**config.mk**
```make
export PLATFORM = sky130hd
export DESIGN_NAME = pq_req_arbiter
export DESIGN_NICKNAME = d
export VERILOG_FILES = /design/src/rtl/pq_req_arbiter.sv
export SDC_FILE = /design/constraint.sdc
export NUM_CORES = 1
export LEC_CHECK = 0
export CORE_ASPECT_RATIO = 1.25
export CORE_MARGIN = 1
export CORE_UTILIZATION = 36
export CTS_CLUSTER_DIAMETER = 80
export DETAILED_ROUTE_END_ITERATION = 8
export GPL_TIMING_DRIVEN = 0
export PLACE_DENSITY = 0.79
export SKIP_LAST_GASP = 1
export SLEW_MARGIN = 20
export SYNTH_ARGS = -nofsm -noshare
export SYNTH_HDL_FRONTEND = slang
export SYNTH_SLANG_ARGS = --single-unit
```
**constraint.sdc**
```tcl
create_clock -name clk -period 2.04 [get_ports clk]
set_input_delay 0.408 -clock clk [delete_from_list [all_inputs] [get_ports clk]]
set_output_delay 0.408 -clock clk [all_outputs]
set_load 0.005 [all_outputs]
```
**src/rtl/pq_req_arbiter.sv**
```systemverilog
// Two-requester round-robin arbiter sequencing one transaction at a time to the priority-queue core.
// Optional watchdog: define PQ_ARB_WATCHDOG_EN to abort transactions after TIMEOUT cycles.
module pq_req_arbiter #(
    parameter int KW      = 4,
    parameter int TIMEOUT = 64
) (
    input  logic          clk,
    input  logic          rst,
    input  logic [1:0]    req_valid,
    input  logic [1:0]    req_op,
    input  logic [2*KW-1:0] req_key,
    output logic [1:0]    req_ready,
    output logic [1:0]    rsp_valid,
    output logic          rsp_err,
    output logic [KW-1:0] rsp_key,
    output logic          pq_valid,
    output logic          pq_op,
    output logic [KW-1:0] pq_key,
    input  logic          pq_ready,
    input  logic          pq_rvalid,
    input  logic [KW-1:0] pq_rkey,
    input  logic          pq_full,
    input  logic          pq_empty,
    output logic          busy,
    output logic          timeout
);

    typedef enum logic [1:0] {IDLE, ISSUE, WAIT, RESP} state_t;

    state_t        state_q, state_d;
    logic          lp_q, g_q, op_q, err_q;
    logic [KW-1:0] key_q, rkey_q;

    logic any, both, g, g_op, reject, done, fire;

    assign any    = |req_valid;
    assign both   = &req_valid;
    assign g      = both ? ~lp_q : req_valid[1];
    assign g_op   = req_op[g];
    assign reject = g_op ? pq_empty : pq_full;
    assign done   = ((state_q == ISSUE) && pq_ready && pq_rvalid) ||
                    ((state_q == WAIT) && pq_rvalid);

`ifdef PQ_ARB_WATCHDOG_EN
    localparam int CW = $clog2(TIMEOUT) + 1;
    localparam logic [CW-1:0] T_LAST = CW'(TIMEOUT - 1);

    logic [CW-1:0] cnt_q;
    logic          to_q;

    // Completion in the same cycle as the last allowed cycle still wins.
    assign fire = ((state_q == ISSUE) || (state_q == WAIT)) &&
                  !done && (cnt_q == T_LAST);

    always_ff @(posedge clk or negedge rst) begin
        if (!rst) begin
            cnt_q <= '0;
            to_q  <= 1'b0;
        end else begin
            if (state_q == IDLE)
                cnt_q <= '0;
            else if ((state_q == ISSUE) || (state_q == WAIT))
                cnt_q <= cnt_q + 1'b1;
            if (fire)
                to_q <= 1'b1;
        end
    end

    assign timeout = to_q;
`else
    logic timeout_unused;

    assign timeout_unused = |TIMEOUT;
    assign fire           = 1'b0;
    assign timeout        = 1'b0;
`endif

    always_ff @(posedge clk or negedge rst) begin
        if (!rst)
            state_q <= IDLE;
        else
            state_q <= state_d;
    end

    always_comb begin
        state_d = state_q;
        unique case (state_q)
            IDLE: if (any) state_d = reject ? RESP : ISSUE;
            ISSUE: begin
                if (done || fire)
                    state_d = RESP;
                else if (pq_ready)
                    state_d = WAIT;
            end
            WAIT: if (done || fire) state_d = RESP;
            RESP: state_d = IDLE;
            default: state_d = IDLE;
        endcase
    end

    always_ff @(posedge clk or negedge rst) begin
        if (!rst) begin
            lp_q   <= 1'b1;
            g_q    <= 1'b0;
            op_q   <= 1'b0;
            key_q  <= '0;
            err_q  <= 1'b0;
            rkey_q <= '0;
        end else begin
            if ((state_q == IDLE) && any) begin
                lp_q   <= g;
                g_q    <= g;
                err_q  <= reject;
                rkey_q <= '0;
                if (!reject) begin
                    op_q  <= g_op;
                    key_q <= g ? req_key[2*KW-1:KW] : req_key[KW-1:0];
                end
            end
            if (done) begin
                err_q  <= 1'b0;
                rkey_q <= op_q ? pq_rkey : '0;
            end else if (fire) begin
                err_q  <= 1'b1;
                rkey_q <= '0;
            end
        end
    end

    // req_ready is combinational, so it is masked while reset is held.
    always_comb begin
        req_ready = 2'b00;
        rsp_valid = 2'b00;
        rsp_err   = 1'b0;
        rsp_key   = '0;
        if (rst && (state_q == IDLE) && any)
            req_ready = g ? 2'b10 : 2'b01;
        if (state_q == RESP) begin
            rsp_valid = g_q ? 2'b10 : 2'b01;
            rsp_err   = err_q;
            rsp_key   = rkey_q;
        end
    end

    assign pq_valid = (state_q == ISSUE);
    assign pq_op    = op_q;
    assign pq_key   = key_q;
    assign busy     = (state_q != IDLE);

endmodule

```
=== After elaboration in Yosys (flattened, before gate mapping) ===
Cells that the tools add are included.

* $lt $le $gt $ge: 1
* Equality and inequality tests: 6
* Multiplexer cells: 22
* Bitwise logic cells: 2
* Reductions and logical operators: 14

{| class="wikitable"
|+ Operator list
! operator !! number
|-
| $mux W4 || 5
|-
| $mux W2 || 9
|-
| $pmux W2 S4 || 1
|-
| $mux W1 || 7
|-
| $logic_and A1 B1 Y1 || 6
|-
| $eq A2 B2 Y1 const B || 2
|-
| $ne A2 B2 Y1 const B || 2
|-
| $reduce_and A2 Y1 || 2
|-
| $reduce_bool A2 Y1 || 2
|-
| $ne A3 B1 Y1 const B || 1
|-
| $reduce_and A3 Y1 || 1
|-
| $eq A2 B1 Y1 const B || 1
|-
| $logic_not A2 Y1 || 1
|-
| $lt A1 B2 Y1 const B || 1
|-
| $not A1 Y1 || 2
|-
| $reduce_or A2 Y1 || 1
|-
| $logic_or A1 B1 Y1 || 1
|}

* Input bits: 22
* Output and inout bits: 17
* Register bits after elaboration: 14

=== Longest topological paths before layout ===
Gate-level depths: netlist of the first run.

* Depth after elaboration: 8
* Depth in mapped cells: 7
* Depth with buffers taken out: 6

=== Worst setup path after synthesis of the first run ===
Ideal clock, no wire load.

* Path type: register to register
* Start: reg state_q[0]
* End: reg state_q[1]
* Cell stages (with the launch flop): 8
* Setup slack: 0.088 ns
* Required time: 1.890 ns
* Arrival time: 1.802 ns
* Period minus slack after synthesis: 1.952 ns
* Setup time: 0.150 ns
* Buffers on the path: 1
* Cells stage by stage: dfrtp_1 inv_1 ha_1 buf_2 inv_1 o311ai_0 mux2i_1 o31ai_1

* Word-level cells in the longest chain between the ends: 6

{| class="wikitable"
|+ Ends and longest elaborated chain
! element !! RTL line !! text
|-
| start: declaration || 30 || <nowiki>state_t state_q, state_d;</nowiki>
|-
| start signal: assignment || 82 || <nowiki>state_q <= state_d;</nowiki>
|-
| $eq A2 B1 Y1 || 41, 87 ||
|-
| $logic_and A1 B1 Y1 (2 in a row) || 41 || <nowiki>assign done = ((state_q == ISSUE) && pq_ready && pq_rvalid) ||</nowiki>
|-
| $logic_or A1 B1 Y1 || 41 ||
|-
| $mux W2 (tied with other cells) || 90 || <nowiki>if (done || fire)</nowiki>
|-
| $pmux W2 S4 or $reduce_and A3 Y1 (tied branches) || n/a ||
|}

Parallel ways exist; a longest one is shown, timed or not.
A chain may end at the register's enable or synchronous reset.

=== Worst setup path in the final report of the first run ===
* Start: reg state_q[1]
* End: out req_ready[0]

* Word-level cells in the longest chain between the ends: 4

{| class="wikitable"
|+ Ends and longest elaborated chain
! element !! RTL line !! text
|-
| $logic_not A2 Y1 || 136 || <nowiki>if (rst && (state_q == IDLE) && any)</nowiki>
|-
| $logic_and A1 B1 Y1 (2 in a row) || 136 ||
|-
| $mux W2 || 136 ||
|-
| end: declaration || 12 || <nowiki>output logic [1:0] req_ready,</nowiki>
|}

No other way between the ends.

==> results_dict.tcl, run 1 <==
set metrics [dict create \
    die_area_sq_um 2523 \
    dr.pass1.iters 4 \
    coreArea_sq_um 2187 \
    fin_skew_ns 0.001069 \
    clockRootBuffer "clkbuf_4" \
    start_util 0.3827 \
    ios 39 \
    hpwl_um 1502 \
    clk_latency_ns 0.27 \
    die_x_um 45.13 \
    drv_slew 0 \
    crit_path_start_kind "flop" \
    grt_start_max_net_pins 17 \
    grt_pass1_vias 815 \
    path_clk_slew_ns 0.08 \
    gr-total-overflow 0 \
    vias 819 \
    netlist_instances 83 \
    worstSetupPathType "reg2out" \
    drv_cap 0 \
    setup_violations 0 \
    cp.arrival_ns 1.61 \
    yosys_warnings 0 \
    diodes 0 \
    rrSetupSlack_ns 0.09 \
    synth.distinct_cells 30 \
    synth-seq-cells 14 \
    seq_area_frac_synth 0.4200 \
    worst_pin_slew_ns 0.6305 \
    netlist_area_sq_um 837.1 \
    rsz0062_at_grt "true" \
    max_stage_delay_ns 0.40 \
    fin_cells 164 \
    cp_cell_sequence "inv_2, ha_2, buf_6, o21ai_4, nor3b_2, clkdlybuf4s15_1" \
    tns_ns 0 \
    drc 0 \
    final_common_cell "clkdlybuf4s50_1" \
    whs_ns 0.1415 \
    critPathTopFamily "buffers and inverters" \
    drtIter0Drc 24 \
    r2r_end "pq_key[2]$_DFFE_PN0P_" \
    die_y_um 55.91 \
    cp_slowest_cell "dfrtp_1" \
    grt.total_usage 0.1783 \
    fin_crit_sh 0.9901 \
    io_buffers 37 \
    wirelength_um 2176 \
    hold_path_class "in2async" \
    layout-drive-gt1-share 0.2556 \
    htree_num_levels 1 \
    path_buf_inv 3 \
    ir_drop_v 0.0007141 \
    gp_congestion 0.8154 \
    core.rowCount 19 \
    cts-buffers-inserted 3 \
    min_period_ns 2.020 \
    area_growth_pct 65.62 \
    max_freq_mhz 495.1 \
    dp.cells 151 \
    p_leak_nw 0.6382 \
    status "completed" \
    antenna_found_initial 0 \
    layout.nets 160 \
    dpl_worst_slack_ns -0.5276 \
    slew_headroom 0.5730 \
    rr_worst_depth 7 \
    critical_path.max_fanout 8 \
    cp.required_ns 1.63 \
    power_density_nw_per_um2 1181 \
    final.setup.worst_slack_ns 0.02029 \
    synth_area_per_cell_sq_um 10.08 \
    r2r-start "lp_q$_DFFE_PN1P_" \
    cp-end-kind "primary output" \
    most-common-layout-cells "29 x clkdlybuf4s50_1, 13 x dfrtp_1, 10 x buf_4, 8 x mux2_2" \
    wl_per_cell_um 13.27 \
    final-hold-violation-count 0 \
    cts_sinks 14 \
    syn_nets 109 \
    clockBufferDepth 2 \
    grt_first_pass_wirelength_um 3401 \
    viasPerCell 4.994 \
    cts_hold_buf 0 \
    postRouteAntennaNets 0 \
    cts_tree "built" \
]
==> per-layer routing <==
metal | vias to the layer above | wire length [um] | global-route usage
li1 | 394 | - | -
met1 | 389 | 869 | 0.2084
met2 | 32 | 1178 | 0.3085
met3 | 4 | 95 | 0.02922
met4 | 0 | 32 | 0.07359
met5 | - | 0 | 0
==> how the worst max path moves through the flow <==
stage          slack [ns]                endpoint  depth (start not counted)                    from
2_1_floorplan        0.09  state_q[1]$_DFFE_PN0P_                          7  state_q[0]$_DFFE_PN0P_
3_3_place_gp        -0.50            req_ready[0]                          3                     rst
3_5_place_dp        -0.53            req_ready[0]                          3                     rst
4_1_cts             -0.04            rsp_valid[0]                          4  state_q[1]$_DFFE_PN0P_
5_1_grt             -0.03            req_ready[0]                          6  state_q[1]$_DFFE_PN0P_
6_report             0.02            req_ready[0]                          6  state_q[1]$_DFFE_PN0P_
==> through the flow <==
step | area [sq um] | total power [mW] | util
detailed placement | 1246 | 1.314 | 0.5698
CTS | 1341 | 1.581 | 0.6133
floorplan | 837.1 | 0.9381 | -
finish | 1386 | 1.637 | 0.6339
global route | 1386 | 1.746 | 0.6339
global placement | 1246 | 1.268 | 0.5698
==> what timing repair did <==
action | in CTS | in global routing
hold endpoints to repair | 0 | 0
buffers inserted | 7 | 2
pin swaps | 0 | 2
gates resized for setup | 16 | 8
endpoints found under the setup margin | 9 | 15
==> synthesized netlist by cell type <==
master	count	share of area
nor2b_1	2	0.015
a211o_1	1	0.010
a311o_1	1	0.012
o31ai_1	1	0.0090
o32ai_1	1	0.010
a21oi_1	4	0.024
nand2b_1	2	0.015
nor2_1	2	0.0090
nor3b_1	1	0.0090
and2_1	7	0.052
o22a_1	1	0.010
a22o_1	1	0.010
mux2i_1	2	0.024
and3_1	2	0.015
buf_2	1	0.0060
dfrtp_1	13	0.39
nand3_1	4	0.024
inv_1	4	0.018
ha_1	4	0.060
o21ai_0	6	0.036
a21boi_4	1	0.022
nand2_1	7	0.031
a21o_1	1	0.0090
o21ai_1	1	0.0060
dfstp_2	1	0.031
buf_4	1	0.0090
o311ai_0	1	0.010
conb_1	1	0.0045
mux2_2	8	0.11
or3b_2	1	0.010
==> flip-flops by register name, summed over array words and instances (netlist names) <==
name / flops
rkey_q: 4
pq_key: 4
state_q: 2
err_q: 1
g_q: 1
lp_q: 1
pq_op: 1
==> where the power goes <==
part	switching (mW)	internal, mW	leakage [nW]
Combinational	0.415	0.567	0.455
Clock	0.0869	0.0757	0.0150
Sequential	0.0819	0.412	0.168
==> cells by family (layout without fill, tap and decap cells) <==
family                     Yosys count  after routing  share of synthesized area
and+or+nand+nor                     28             28                     0.1809
buffers and inverters                6             56                    0.03288
muxes                               10             10                     0.1315
DFF                                 14             14                     0.4200
other                                1              1                   0.004480
AOI/OAI and AO/OA                   20             20                     0.1704
adders and majority gates            4              4                    0.05979
==> cell type report <==
type                    instances  area (sq um)
repair buffers                 46         442.9
fillers                       203         800.8
well taps                      31         38.79
plain buffers                   2         18.77
clock buffers                   4         26.28
flip-flops and latches         14         351.6
inverters                       4         15.01
multi-input cells              63         493.0
==> worst register-to-register path, delay by kind of cell, from the launching register on <==
kind | cells | cell delay (ns)
DFF | 1 | 0.57
AOI/OAI and AO/OA | 3 | 0.48
buffers and inverters | 3 | 0.43
muxes | 1 | 0.36
Note: power is estimated with default switching activity, not from simulation.
==> run 2, diff against run 1 <==
CORE_UTILIZATION = 40   (was 36)
PLACE_DENSITY = 0.83   (was 0.79)
clock period = 2.2 ns   (was 2.04 ns; I/O delays follow)
==> results_dict.tcl, run 2 (same netlist as run 1, synthesis figures left out) <==
set metrics [dict create \
    clk_latency_ns 0.30 \
    drc 0 \
    worst_pin_slew_ns 0.5644 \
    fin_area_sq_um 1320 \
    ios 39 \
    area_growth_pct 57.70 \
    fill_cells 171 \
    power_frac_comb 0.559 \
    fin_skew_ns 0.001004 \
    rr_worst_depth 6 \
    seq_power_share 0.309 \
    dr.pass1.iters 4 \
    grt_first_pass_wirelength_um 3105 \
    r2r-start "lp_q$_DFFE_PN1P_" \
    power_density_nw_per_um2 1111 \
    hpwl_um 1459 \
    final-hold-violation-count 0 \
    cts_sinks 14 \
    place_area_sq_um 1232 \
    io_buffers 37 \
    grt_pass1_vias 681 \
    drv_cap 0 \
    p_switching_mw 0.5053 \
    layout-drive-gt1-share 0.2109 \
    fin_cells 148 \
    diodes 0 \
    gp_congestion 0.7674 \
    clockBufferDepth 2 \
    gr-total-overflow 0 \
    fin_crit_sh 0.9619 \
    layout.nets 155 \
    drtIter0Drc 7 \
    grt.total_usage 0.1928 \
    start_util 0.4223 \
    path_clk_slew_ns 0.09 \
    viasPerCell 5.439 \
    slew_headroom 0.6178 \
    cts-buffers-inserted 3 \
    dp.cells 140 \
    die_x_um 42.92 \
    die_y_um 53.15 \
    worstSetupPathType "reg2out" \
    die_area_sq_um 2281 \
    max_freq_mhz 472.6 \
    drv_slew 0 \
    crit_path_start_kind "flop" \
    status "completed" \
    r2r_end "pq_key[3]$_DFFE_PN0P_" \
    postRouteAntennaNets 0 \
    final_common_cell "clkdlybuf4s50_1" \
    critical_path.max_fanout 7 \
    min_period_ns 2.116 \
    p_leak_nw 0.5920 \
    power.share.clock 0.132 \
    cp.arrival_ns 1.68 \
    ir_drop_v 0.0006548 \
    antenna_found_initial 0 \
    rsz0062_at_grt "false" \
    rrSetupSlack_ns 0.28 \
    clockRootBuffer "clkbuf_4" \
    hold_path_class "in2async" \
    cp-end-kind "primary output" \
    cp.required_ns 1.76 \
    htree_num_levels 1 \
    intPower_mw 0.9615 \
    coreArea_sq_um 1982 \
    most-common-layout-cells "32 x clkdlybuf4s50_1, 13 x dfrtp_1, 8 x mux2_2, 7 x and2_1, 7 x nand2_1" \
    wirelength_um 1977 \
    core.rowCount 18 \
    vias 805 \
    grt_start_max_net_pins 17 \
    switching_share 0.3445 \
    cts_tree "built" \
    setup_violations 0 \
    wl_per_cell_um 13.36 \
]
==> run 2: metal layers <==
metal  vias to the layer above  track usage  share of wire
met5                         -            0              0
met4                         0       0.1250          0.029
met3                         5      0.02730          0.046
li1                        383            -              -
met1                       387       0.2303           0.43
met2                        30       0.3207           0.50
==> run 2: power by group through the flow <==
stage / Combinational (mW) / Sequential (mW) / Clock (mW)
after detailed placement: 0.741 / 0.469 / 0
after global placement: 0.717 / 0.463 / 0
after floorplan: 0.415 / 0.455 / 0
final: 0.819 / 0.454 / 0.194
after CTS: 0.812 / 0.455 / 0.197
after global routing: 0.914 / 0.471 / 0.207
==> run 2: area by class of cell <==
type                    count  area [sq um]  area share
multi-input cells          63         476.7      0.3611
repair buffers             41         396.6      0.3005
flip-flops and latches     14         351.6      0.2663
clock buffers               4         36.28     0.02749
well taps                  20         25.02     0.01896
plain buffers               2         18.77     0.01422
inverters                   4         15.01     0.01137
==> run 2: worst max-delay path by stage <==
stage                                       from  slack (ns)                endpoint  cells past startpoint
final                     state_q[0]$_DFFE_PN0P_        0.08            rsp_valid[0]                      4
after global routing      state_q[0]$_DFFE_PN0P_       0.004            rsp_valid[0]                      4
after CTS                 state_q[0]$_DFFE_PN0P_        0.04                 rsp_err                      4
after detailed placement                     rst       -0.44            req_ready[0]                      3
after global placement                       rst       -0.41            req_ready[0]                      3
after floorplan           state_q[0]$_DFFE_PN0P_        0.25  state_q[1]$_DFFE_PN0P_                      7
==> run 2: metrics by stage <==
step | hold WS (ns) | util | setup TNS [ns] | power [mW] | worst slack [ns]
5_1_grt | 0.1715 | 0.6660 | 0 | 1.592 | 0.003504
2_1_floorplan | 0.1444 | - | 0 | 0.8698 | 0.2478
6_report | 0.1346 | 0.6660 | 0 | 1.467 | 0.08388
3_3_place_gp | 0.4761 | 0.6218 | -1.636 | 1.180 | -0.4080
4_1_cts | 0.1570 | 0.6629 | 0 | 1.464 | 0.04061
3_5_place_dp | 0.4936 | 0.6218 | -1.882 | 1.210 | -0.4423
==> run 2: worst max-delay path, cell delays in order (launching register included) <==
cell	delay, ns
dfrtp_1	0.38
buf_4	0.13
ha_2	0.22
nor2b_1	0.14
clkdlybuf4s50_1	0.51
==> run 2: repair_timing <==
action | in CTS | in global routing
hold buffers | 0 | 0
setup buffers | 4 | 0
resized for setup | 12 | 4
setup endpoints to repair | 4 | 11
